===== src/rtl/cipher_arbiter_if.sv =====
// Requester stream bundle for cipher_arbiter: request beats in, response beats out.
// master = stream front-end, slave = arbiter.
interface cipher_arbiter_if;
  logic         req_valid;
  logic         req_ready;
  logic [1:0]   req_type;
  logic [127:0] req_data;
  logic         rsp_valid;
  logic         rsp_type;
  logic [127:0] rsp_data;

  modport master (
    output req_valid, req_type, req_data,
    input  req_ready, rsp_valid, rsp_type, rsp_data
  );

  modport slave (
    input  req_valid, req_type, req_data,
    output req_ready, rsp_valid, rsp_type, rsp_data
  );
endinterface


===== src/rtl/cipher_arbiter.sv =====
// Round-robin sharing of one cipher_core between two request streams, with key/IV
// beats serialised behind a pipeline drain. Optional CIPHER_ARB_STATS_EN adds beat counters.
module cipher_arbiter #(
  parameter int FIFO_DEPTH = 16,
  parameter int FIFO_AW    = 4
`ifdef CIPHER_ARB_STATS_EN
  ,
  parameter int STAT_W     = 32
`endif
) (
  input  logic           clk,
  input  logic           rst_n,
  cipher_arbiter_if.slave ch0,
  cipher_arbiter_if.slave ch1,
  input  logic           core_ready,
  output logic           core_vin,
  output logic [1:0]     core_tin,
  output logic [127:0]   core_din,
  input  logic           core_vout,
  input  logic           core_tout,
  input  logic [127:0]   core_dout,
  output logic           err_orphan
`ifdef CIPHER_ARB_STATS_EN
  ,
  output logic [STAT_W-1:0] stat0_beats,
  output logic [STAT_W-1:0] stat1_beats
`endif
);

  typedef enum logic [1:0] {RUN, DRAIN, CFG} state_t;

  localparam logic [FIFO_AW:0] DEPTH_C = (FIFO_AW+1)'(FIFO_DEPTH);

  state_t             state_reg;
  logic               last_reg;
  logic               lock_reg;
  logic [FIFO_AW:0]   count_reg;
  logic [FIFO_AW-1:0] wr_ptr_reg;
  logic [FIFO_AW-1:0] rd_ptr_reg;
  logic               id_mem [FIFO_DEPTH];
  logic               core_vin_reg;
  logic [1:0]         core_tin_reg;
  logic [127:0]       core_din_reg;
  logic               err_orphan_reg;

  logic [1:0]   req_valid;
  logic [1:0]   req_ready;
  logic [1:0]   req_type [2];
  logic [127:0] req_data [2];
  logic [1:0]   rsp_valid;
  logic [1:0]   rsp_type;
  logic [127:0] rsp_data [2];

  assign req_valid   = {ch1.req_valid, ch0.req_valid};
  assign req_type[0] = ch0.req_type;
  assign req_type[1] = ch1.req_type;
  assign req_data[0] = ch0.req_data;
  assign req_data[1] = ch1.req_data;

  assign ch0.req_ready = req_ready[0];
  assign ch1.req_ready = req_ready[1];
  assign ch0.rsp_valid = rsp_valid[0];
  assign ch1.rsp_valid = rsp_valid[1];
  assign ch0.rsp_type  = rsp_type[0];
  assign ch1.rsp_type  = rsp_type[1];
  assign ch0.rsp_data  = rsp_data[0];
  assign ch1.rsp_data  = rsp_data[1];

  logic win;
  logic win_valid;
  logic win_cfg;
  logic full;
  logic hs;
  logic hs_ch;
  logic push;
  logic pop;
  logic head_id;

  // With both channels offering, the one not granted last time wins.
  assign win       = (&req_valid) ? ~last_reg : req_valid[1];
  assign win_valid = |req_valid;
  assign win_cfg   = req_type[win][1];
  assign full      = (count_reg == DEPTH_C);

  always_comb begin
    req_ready = 2'b00;
    case (state_reg)
      RUN:     if (win_valid && !win_cfg && core_ready && !full) req_ready[win] = 1'b1;
      CFG:     if (core_ready) req_ready[lock_reg] = 1'b1;
      default: req_ready = 2'b00;
    endcase
    if (!rst_n) req_ready = 2'b00;
  end

  assign hs      = |(req_ready & req_valid);
  assign hs_ch   = req_ready[1];
  assign push    = hs && !req_type[hs_ch][1];
  assign pop     = core_vout && (count_reg != '0);
  assign head_id = id_mem[rd_ptr_reg];

  always_ff @(posedge clk) begin
    if (push) id_mem[wr_ptr_reg] <= hs_ch;
  end

  always_ff @(posedge clk or negedge rst_n) begin
    if (!rst_n) begin
      state_reg      <= RUN;
      last_reg       <= 1'b1;
      lock_reg       <= 1'b0;
      count_reg      <= '0;
      wr_ptr_reg     <= '0;
      rd_ptr_reg     <= '0;
      core_vin_reg   <= 1'b0;
      core_tin_reg   <= 2'b00;
      core_din_reg   <= '0;
      err_orphan_reg <= 1'b0;
    end else begin
      case (state_reg)
        RUN: if (win_valid && win_cfg) begin
          state_reg <= DRAIN;
          lock_reg  <= win;
        end
        DRAIN:   if (count_reg == '0) state_reg <= CFG;
        CFG:     if (hs) state_reg <= RUN;
        default: state_reg <= RUN;
      endcase

      if (hs) last_reg <= hs_ch;

      core_vin_reg <= hs;
      core_tin_reg <= hs ? req_type[hs_ch] : 2'b00;
      core_din_reg <= hs ? req_data[hs_ch] : '0;

      if (push) wr_ptr_reg <= wr_ptr_reg + FIFO_AW'(1);
      if (pop)  rd_ptr_reg <= rd_ptr_reg + FIFO_AW'(1);
      case ({push, pop})
        2'b10:   count_reg <= count_reg + (FIFO_AW+1)'(1);
        2'b01:   count_reg <= count_reg - (FIFO_AW+1)'(1);
        default: count_reg <= count_reg;
      endcase

      // A result with nothing in flight has no owner; drop it and flag.
      if (core_vout && (count_reg == '0)) err_orphan_reg <= 1'b1;
    end
  end

  assign core_vin   = core_vin_reg;
  assign core_tin   = core_tin_reg;
  assign core_din   = core_din_reg;
  assign err_orphan = err_orphan_reg;

  for (genvar gi = 0; gi < 2; gi++) begin : g_rsp
    logic         valid_reg;
    logic         type_reg;
    logic [127:0] data_reg;
    logic         mine;

    assign mine = pop && (head_id == 1'(gi));

    always_ff @(posedge clk or negedge rst_n) begin
      if (!rst_n) begin
        valid_reg <= 1'b0;
        type_reg  <= 1'b0;
        data_reg  <= '0;
      end else begin
        valid_reg <= mine;
        type_reg  <= mine ? core_tout : 1'b0;
        data_reg  <= mine ? core_dout : '0;
      end
    end

    assign rsp_valid[gi] = valid_reg;
    assign rsp_type[gi]  = type_reg;
    assign rsp_data[gi]  = data_reg;
  end

`ifdef CIPHER_ARB_STATS_EN
  logic [STAT_W-1:0] stat_cnt [2];

  for (genvar gi = 0; gi < 2; gi++) begin : g_stat
    logic [STAT_W-1:0] beats_reg;

    always_ff @(posedge clk or negedge rst_n) begin
      if (!rst_n)              beats_reg <= '0;
      else if (rsp_valid[gi])  beats_reg <= beats_reg + STAT_W'(1);
    end

    assign stat_cnt[gi] = beats_reg;
  end

  assign stat0_beats = stat_cnt[0];
  assign stat1_beats = stat_cnt[1];
`endif

endmodule


===== src/flat_wrapper.sv =====
// flat-port wrapper written by rule: the top's interface ports become plain ports
module cipher_arbiter_flat 
#(
  parameter int FIFO_DEPTH = 16,
  parameter int FIFO_AW    = 4

)
  (clk, rst_n, core_ready, core_vin, core_tin, core_din, core_vout, core_tout, core_dout, err_orphan, ch0_req_valid, ch0_req_type, ch0_req_data, ch0_req_ready, ch0_rsp_valid, ch0_rsp_type, ch0_rsp_data, ch1_req_valid, ch1_req_type, ch1_req_data, ch1_req_ready, ch1_rsp_valid, ch1_rsp_type, ch1_rsp_data);
  cipher_arbiter_if ch0_i ();
  cipher_arbiter_if ch1_i ();
  input  logic clk;
  input  logic rst_n;
  input  logic core_ready;
  output logic core_vin;
  output logic [1:0] core_tin;
  output logic [127:0] core_din;
  input  logic core_vout;
  input  logic core_tout;
  input  logic [127:0] core_dout;
  output logic err_orphan;
  input wire logic [$bits(ch0_i.req_valid)-1:0] ch0_req_valid;
  input wire logic [$bits(ch0_i.req_type)-1:0] ch0_req_type;
  input wire logic [$bits(ch0_i.req_data)-1:0] ch0_req_data;
  output wire logic [$bits(ch0_i.req_ready)-1:0] ch0_req_ready;
  output wire logic [$bits(ch0_i.rsp_valid)-1:0] ch0_rsp_valid;
  output wire logic [$bits(ch0_i.rsp_type)-1:0] ch0_rsp_type;
  output wire logic [$bits(ch0_i.rsp_data)-1:0] ch0_rsp_data;
  input wire logic [$bits(ch1_i.req_valid)-1:0] ch1_req_valid;
  input wire logic [$bits(ch1_i.req_type)-1:0] ch1_req_type;
  input wire logic [$bits(ch1_i.req_data)-1:0] ch1_req_data;
  output wire logic [$bits(ch1_i.req_ready)-1:0] ch1_req_ready;
  output wire logic [$bits(ch1_i.rsp_valid)-1:0] ch1_rsp_valid;
  output wire logic [$bits(ch1_i.rsp_type)-1:0] ch1_rsp_type;
  output wire logic [$bits(ch1_i.rsp_data)-1:0] ch1_rsp_data;
  assign ch0_i.req_valid = ch0_req_valid;
  assign ch0_i.req_type = ch0_req_type;
  assign ch0_i.req_data = ch0_req_data;
  assign ch0_req_ready = ch0_i.req_ready;
  assign ch0_rsp_valid = ch0_i.rsp_valid;
  assign ch0_rsp_type = ch0_i.rsp_type;
  assign ch0_rsp_data = ch0_i.rsp_data;
  assign ch1_i.req_valid = ch1_req_valid;
  assign ch1_i.req_type = ch1_req_type;
  assign ch1_i.req_data = ch1_req_data;
  assign ch1_req_ready = ch1_i.req_ready;
  assign ch1_rsp_valid = ch1_i.rsp_valid;
  assign ch1_rsp_type = ch1_i.rsp_type;
  assign ch1_rsp_data = ch1_i.rsp_data;
  cipher_arbiter #(.FIFO_DEPTH(FIFO_DEPTH), .FIFO_AW(FIFO_AW)) u_core (.clk(clk), .rst_n(rst_n), .ch0(ch0_i), .ch1(ch1_i), .core_ready(core_ready), .core_vin(core_vin), .core_tin(core_tin), .core_din(core_din), .core_vout(core_vout), .core_tout(core_tout), .core_dout(core_dout), .err_orphan(err_orphan));
endmodule

===== config.mk =====
export PLATFORM = sky130hd
export DESIGN_NAME = cipher_arbiter_flat
export DESIGN_NICKNAME = d
export VERILOG_FILES = /design/src/rtl/cipher_arbiter_if.sv /design/src/rtl/cipher_arbiter.sv /design/src/flat_wrapper.sv
export SDC_FILE = /design/constraint.sdc
export NUM_CORES = 1
export LEC_CHECK = 0
export BUFFER_PORTS_ARGS = -buffer_cell sky130_fd_sc_hd__clkbuf_2
export CORE_AREA = 4 4 304 306
export DETAILED_ROUTE_END_ITERATION = 7
export DIE_AREA = 0 0 308 310
export MAX_ROUTING_LAYER = met4
export PLACE_DENSITY_LB_ADDON = 0.08
export SYNTH_ARGS = -nofsm -noshare
export SYNTH_HDL_FRONTEND = slang
export SYNTH_SLANG_ARGS = --single-unit

===== constraint.sdc =====
create_clock -name clk -period 3.75 [get_ports clk]
set_input_delay 1.125 -clock clk [delete_from_list [all_inputs] [get_ports clk]]
set_output_delay 1.125 -clock clk [all_outputs]
set_load 0.1 [all_outputs]

==> flow_metrics.env, run 1 <==
export IMPL_syn_nets=1840
export IMPL_wl_per_cell_um=19.7
export IMPL_ys_flop_type="dfrtp_1"
export IMPL_cap_viol_max_count=0
export IMPL_finalHoldViolations=0
export IMPL_syn_to_final_growth_pct=45.8
export IMPL_tightest_slew_ns=1.17
export IMPL_path_class="input pin to output port"
export IMPL_dp_slack_ns=0.0250
export IMPL_yosysWarnings=0
export IMPL_avgSynthCellArea_sq_um=10.8
export IMPL_drc_errors=0
export IMPL_grt_overflow=0
export IMPL_grt_pass1_vias=14100
export IMPL_clk_latency_ns=0.61
export IMPL_initial_core_util_pct=17.4
export IMPL_core_sq_mm=0.0896
export IMPL_critPathLaunchType="input pin"
export IMPL_final_cells=3428
export IMPL_hold_depth=1
export IMPL_min_period_ns=3.65
export IMPL_drtIter0Drc=644
export IMPL_numCtsBuffers=55
export IMPL_cts_buffer_depth=3
export IMPL_die_h_um=310
export IMPL_hpwl_um=49900
export IMPL_cts_tree="built"
export IMPL_num_nets_final=2607
export IMPL_portBuffers=788
export IMPL_io_pins=789
export IMPL_groute_usage_overall_pct=13.9
export IMPL_synth_seq_area_share_pct=68.8
export IMPL_antenna_found_initial=9
export IMPL_outcome="finished, final reports clean"
export IMPL_stdcell_area_sq_mm=0.0227
export IMPL_maxSlewViolCount=0
export IMPL_slew_headroom_pct=22.2
export IMPL_gp_congestion=0.843
export IMPL_period_share_pct=97.4
export IMPL_finalWorstSetupSlack_ns=0.0972
export IMPL_drive_gt1_share_pct=41.2
export IMPL_rsz0062_at_grt="no"
export IMPL_finalSetupViolations=0
export IMPL_synth_cell_types=47
export IMPL_die_width_um=308
export IMPL_arrival_ns=2.53
export IMPL_path_clk_slew_ns=0.06
export IMPL_htree_levels=2
export IMPL_synthCells=1436
export IMPL_dpl_cell_area_sq_mm=0.0209
export IMPL_rows=110
export IMPL_viasPerCell=3.86
export IMPL_wl_um=67400
export IMPL_synth_edf_count=16
export IMPL_final_util_pct=25.3
export IMPL_grt_max_degree=221
export IMPL_async_flop_share_pct=96.2
export IMPL_drt_first_pass_iters=5
export IMPL_cts_sinks=425
export IMPL_postCtsSetupBuffers=0
export IMPL_powerDensity_mw_per_mm2=964
export IMPL_peakVddDrop_uv=408
export IMPL_grt_pass1_wl_um=95800
export IMPL_dpl_cell_count=3322
export IMPL_netlist_area_sq_mm=0.0156
export IMPL_cts_root_buf="clkbuf_16"
export IMPL_vias=13200
export IMPL_holdWs_ns=0.465
export IMPL_design_die_area_sq_mm=0.0955
export IMPL_ant_nets=0
export IMPL_required_ns=2.62
export IMPL_max_freq_mhz=274
export IMPL_fin_skew_ns=0.0233
export IMPL_crit_fanout=5
export IMPL_min_path_type="flop to flop"
export IMPL_synth_seq_cells=425
export IMPL_power_leakage_nw=12.6
export IMPL_r2r_cells=13
export IMPL_critPathCaptureType="output port"
==> final timing paths <==
path,start,end,slack (ns)
min in group asynchronous,rst_n,u_core.count_reg[3],0.63
hold reg to reg,u_core.err_orphan,u_core.err_orphan,0.46
setup / recovery,ch0_req_valid,ch0_req_ready,0.1
max in group asynchronous,rst_n,u_core.ch0.rsp_data[22],1.85
setup reg to reg,u_core.count_reg[1],u_core.count_reg[4],0.71
hold / removal,u_core.err_orphan,u_core.err_orphan,0.46
==> metal layers <==
| layer | global-route usage (%) | share of wire (%) | routed length [um] | up-vias |
|---|---|---|---|---|
| li1 | - | - | - | 6192 |
| met1 | 15.5 | 38 | 25800 | 6399 |
| met2 | 23.2 | 49 | 33200 | 555 |
| met3 | 5.02 | 9.2 | 6220 | 103 |
| met4 | 4.58 | 3.2 | 2170 | 0 |
| met5 | - | 0 | 0 | - |
==> where the power goes <==
group / internal, mW / switching, mW
Clock: 3.11 / 2.12
Combinational: 1.55 / 9.09
Sequential: 5.58 / 0.428
==> cells in the final DEF (no fill, tap or decap), drive strengths merged, types with 6 or more instances in the layout <==
cell type  count
nor3          17
xnor2          6
nand2b         8
xor2           6
ha             9
edfxtp        16
clkinv        12
dfrtp        408
inv           12
clkbuf       864
and3         130
diode          7
nor2         138
buf           32
a21oi        136
nand2        403
==> final cells by class <==
class | instances | area, sq um
Antenna cell | 7 | 17.5
Clock buffer | 79 | 1610
Clock inverter | 20 | 191
Fill cell | 9758 | 66900
Inverter | 9 | 41.3
Multi-Input combinational cell | 895 | 4340
Sequential cell | 425 | 10700
Tap cell | 1176 | 1470
Timing Repair Buffer | 817 | 4300
==> cell families after synthesis <==
kind of cell               synth area share, %
xor gates and xnor gates                 0.675
muxes                                     1.07
and+or+nand+nor                           19.9
DFF                                       68.8
adders and majority gates                0.723
buffers and inverters                     3.49
AOI/OAI and AO/OA                         5.33
==> per-stage QoR <==
step	power [mW]	setup TNS, ns
finish	21.9	0
global placement	16.9	0
floorplan	14.6	-0.0297
detailed placement	16.9	0
CTS	22.3	0
global route	22.9	0
==> cells in the mapped netlist (all sizes together), types with 2 or more instances <==
master	n	area, sq um
and3	130	813
nor2	138	518
xor2	6	52.6
nor2b	4	25.0
nand2	403	1510
dfrtp	408	10200
mux2i	2	20.0
clkbuf	52	195
ha	9	113
edfxtp	16	480
buf	55	314
o21ai	4	23.8
mux2	3	33.8
inv	9	33.8
a21boi	2	15.0
nor3	17	85.1
xnor2	6	52.6
mux4	5	113
nand2b	8	50.1
a21oi	136	681
==> timing repair <==
action	in CTS	in global routing
setup endpoints to repair	0	1
hold buffers	0	0
endpoints found under the hold margin	0	0
resized for setup	0	1
==> critical path, cell delays in order <==
cell and delay (ns):
clkbuf_2 0.12, nor2_1 0.08, a2111oi_2 0.50, buf_4 0.20, a21oi_1 0.07, nor2b_2 0.21, buf_12 0.21
(Power assumes the default switching activity.)
==> inputs of run 2 (changes only) <==
--- a/config.mk
+++ b/config.mk
@@ -6,9 +6,11 @@
 export NUM_CORES = 1
 export LEC_CHECK = 0
 export BUFFER_PORTS_ARGS = -buffer_cell sky130_fd_sc_hd__clkbuf_2
-export CORE_AREA = 4 4 304 306
+export CELL_PAD_IN_SITES_DETAIL_PLACEMENT = 1
+export CELL_PAD_IN_SITES_GLOBAL_PLACEMENT = 1
+export CORE_AREA = 4 4 306 308
 export DETAILED_ROUTE_END_ITERATION = 7
-export DIE_AREA = 0 0 308 310
+export DIE_AREA = 0 0 310 312
 export MAX_ROUTING_LAYER = met4
 export PLACE_DENSITY_LB_ADDON = 0.08
 export SYNTH_ARGS = -nofsm -noshare
==> run 2 against run 1 <==
Effect of this change: setup slack gained 0.094 ns; register-to-register slack lost 0.03 ns; die area is 1.3% higher; total power grew 1.1%; cell area increased by 0.40%; routed wire length up 8.8%; clock skew is essentially flat; first-iteration DRC count down 5.3%; non-clock buffer count is the same; count of clock-buffer cells in the layout rose by 7; critical path depth stayed put; hold slack got worse by 0.17 ns.
==> flow_metrics.env, run 2 (synthesized netlist as in run 1, its figures left out) <==
export IMPL_outcome="finished, final reports clean"
export IMPL_viasPerCell=3.91
export IMPL_rows=111
export IMPL_drtIter0Drc=610
export IMPL_finalHoldViolations=0
export IMPL_cts_root_buf="clkbuf_16"
export IMPL_die_width_um=310
export IMPL_wl_per_cell_um=21.2
export IMPL_num_nets_final=2608
export IMPL_post_cts_resized=0
export IMPL_slew_headroom_pct=22.5
export IMPL_rsz0062_at_grt="no"
export IMPL_drt_first_pass_iters=4
export IMPL_critPathLaunchType="input pin"
export IMPL_power_leakage_nw=12.6
export IMPL_design_die_area_sq_mm=0.0967
export IMPL_required_ns=2.62
export IMPL_die_h_um=312
export IMPL_holdWs_ns=0.299
export IMPL_grt_pass1_wl_um=106000
export IMPL_initial_core_util_pct=17.1
export IMPL_grt_overflow=0
export IMPL_cts_tree="built"
export IMPL_hpwl_um=53900
export IMPL_crit_fanout=5
export IMPL_wl_um=73300
export IMPL_critPathCaptureType="output port"
export IMPL_powerDensity_mw_per_mm2=972
export IMPL_min_path_type="input pin to asynchronous set/reset pin"
export IMPL_r2r_slack_ns=0.68
export IMPL_grt_max_degree=217
export IMPL_grt_pass1_vias=15000
export IMPL_portBuffers=788
export IMPL_maxSlewViolCount=0
export IMPL_cts_sinks=425
export IMPL_cts_hold_buf=0
export IMPL_peakVddDrop_uv=438
export IMPL_mostFrequentLayoutCell="clkbuf_2"
export IMPL_r2r_end="u_core.count_reg[4]"
export IMPL_dpl_cell_area_sq_mm=0.0209
export IMPL_vias=13500
export IMPL_cap_viol_max_count=0
export IMPL_rr_startpoint="u_core.count_reg[1]"
export IMPL_min_period_ns=3.56
export IMPL_ant_nets=0
export IMPL_core_sq_mm=0.0911
export IMPL_fin_skew_ns=0.0237
export IMPL_antenna_found_initial=16
export IMPL_path_clk_slew_ns=0.06
export IMPL_io_pins=789
export IMPL_final_util_pct=25.0
export IMPL_htree_levels=2
export IMPL_finalSetupViolations=0
export IMPL_path_class="input pin to output port"
export IMPL_stdcell_area_sq_mm=0.0228
export IMPL_cts_buffer_depth=3
export IMPL_arrival_ns=2.43
export IMPL_r2r_cells=12
export IMPL_numCtsBuffers=56
export IMPL_gp_congestion=0.796
export IMPL_groute_usage_overall_pct=15.2
export IMPL_period_share_pct=94.9
export IMPL_postCtsSetupBuffers=0
export IMPL_tightest_slew_ns=1.16
export IMPL_clk_latency_ns=0.62
export IMPL_layout_common_cells="clkbuf_2 (785), dfrtp_1 (408), nand2_1 (403), nor2_1 (138), a21oi_1 (136)"
export IMPL_syn_to_final_growth_pct=46.3
export IMPL_max_freq_mhz=281
export IMPL_drc_errors=0
export IMPL_drive_gt1_share_pct=41.0
[run 2: cell type report]
class | instances | area [sq um]
Inverter | 9 | 41.3
Antenna cell | 16 | 40.0
Multi-Input combinational cell | 895 | 4360
Clock buffer | 86 | 1680
Fill cell | 10600 | 68300
Clock inverter | 17 | 179
Sequential cell | 425 | 10700
Timing Repair Buffer | 817 | 4290
Tap cell | 1186 | 1480
[run 2: per-stage QoR]
stage	power [mW]	worst slack (ns)	TNS, ns	instances
6_report	22.1	0.191	0	3451
5_1_grt	23.2	0.0697	0	3450
4_1_cts	22.6	0.0560	0	3435
3_5_place_dp	17.0	0.0154	0	3332
3_3_place_gp	16.9	-0.0287	-0.0287	3332
2_1_floorplan	14.6	-0.0297	-0.0297	1436
[run 2: critical path: stages]
cell and delay [ns]:
clkbuf_2 0.14, nor2_1 0.10, a2111oi_4 0.41, buf_4 0.18, a21oi_1 0.07, nor2b_2 0.19, buf_12 0.20
[run 2: layer usage]
metal | global-route usage, % | vias to the layer above | wire, um
li1 | - | 6191 | -
met2 | 25.4 | 533 | 35900
met4 | 3.62 | 0 | 1560
met5 | - | - | 0
met1 | 17.2 | 6686 | 28700
met3 | 5.90 | 93 | 7120
[run 2: worst max-delay path by stage]
stage,start,end,slack (ns),cells after the start
3_5_place_dp,ch1_req_type[1],u_core.count_reg[4],0.02,14
4_1_cts,u_core.count_reg[2],ch0_req_ready,0.06,6
5_1_grt,u_core.state_reg[1],ch0_req_ready,0.07,6
3_3_place_gp,ch1_req_type[1],u_core.count_reg[4],-0.03,14
2_1_floorplan,ch1_req_type[1],ch1_req_ready,-0.03,5
6_report,ch0_req_valid,ch0_req_ready,0.19,7
[run 2: report_power, final]
part           total, mW  switching, mW  internal [mW]  leakage, nW
registers           6.01          0.425           5.58         5.69
clock network       5.46           2.19           3.27        0.921
logic               10.7           9.15           1.52         6.01
total               22.1           11.8           10.4         12.6
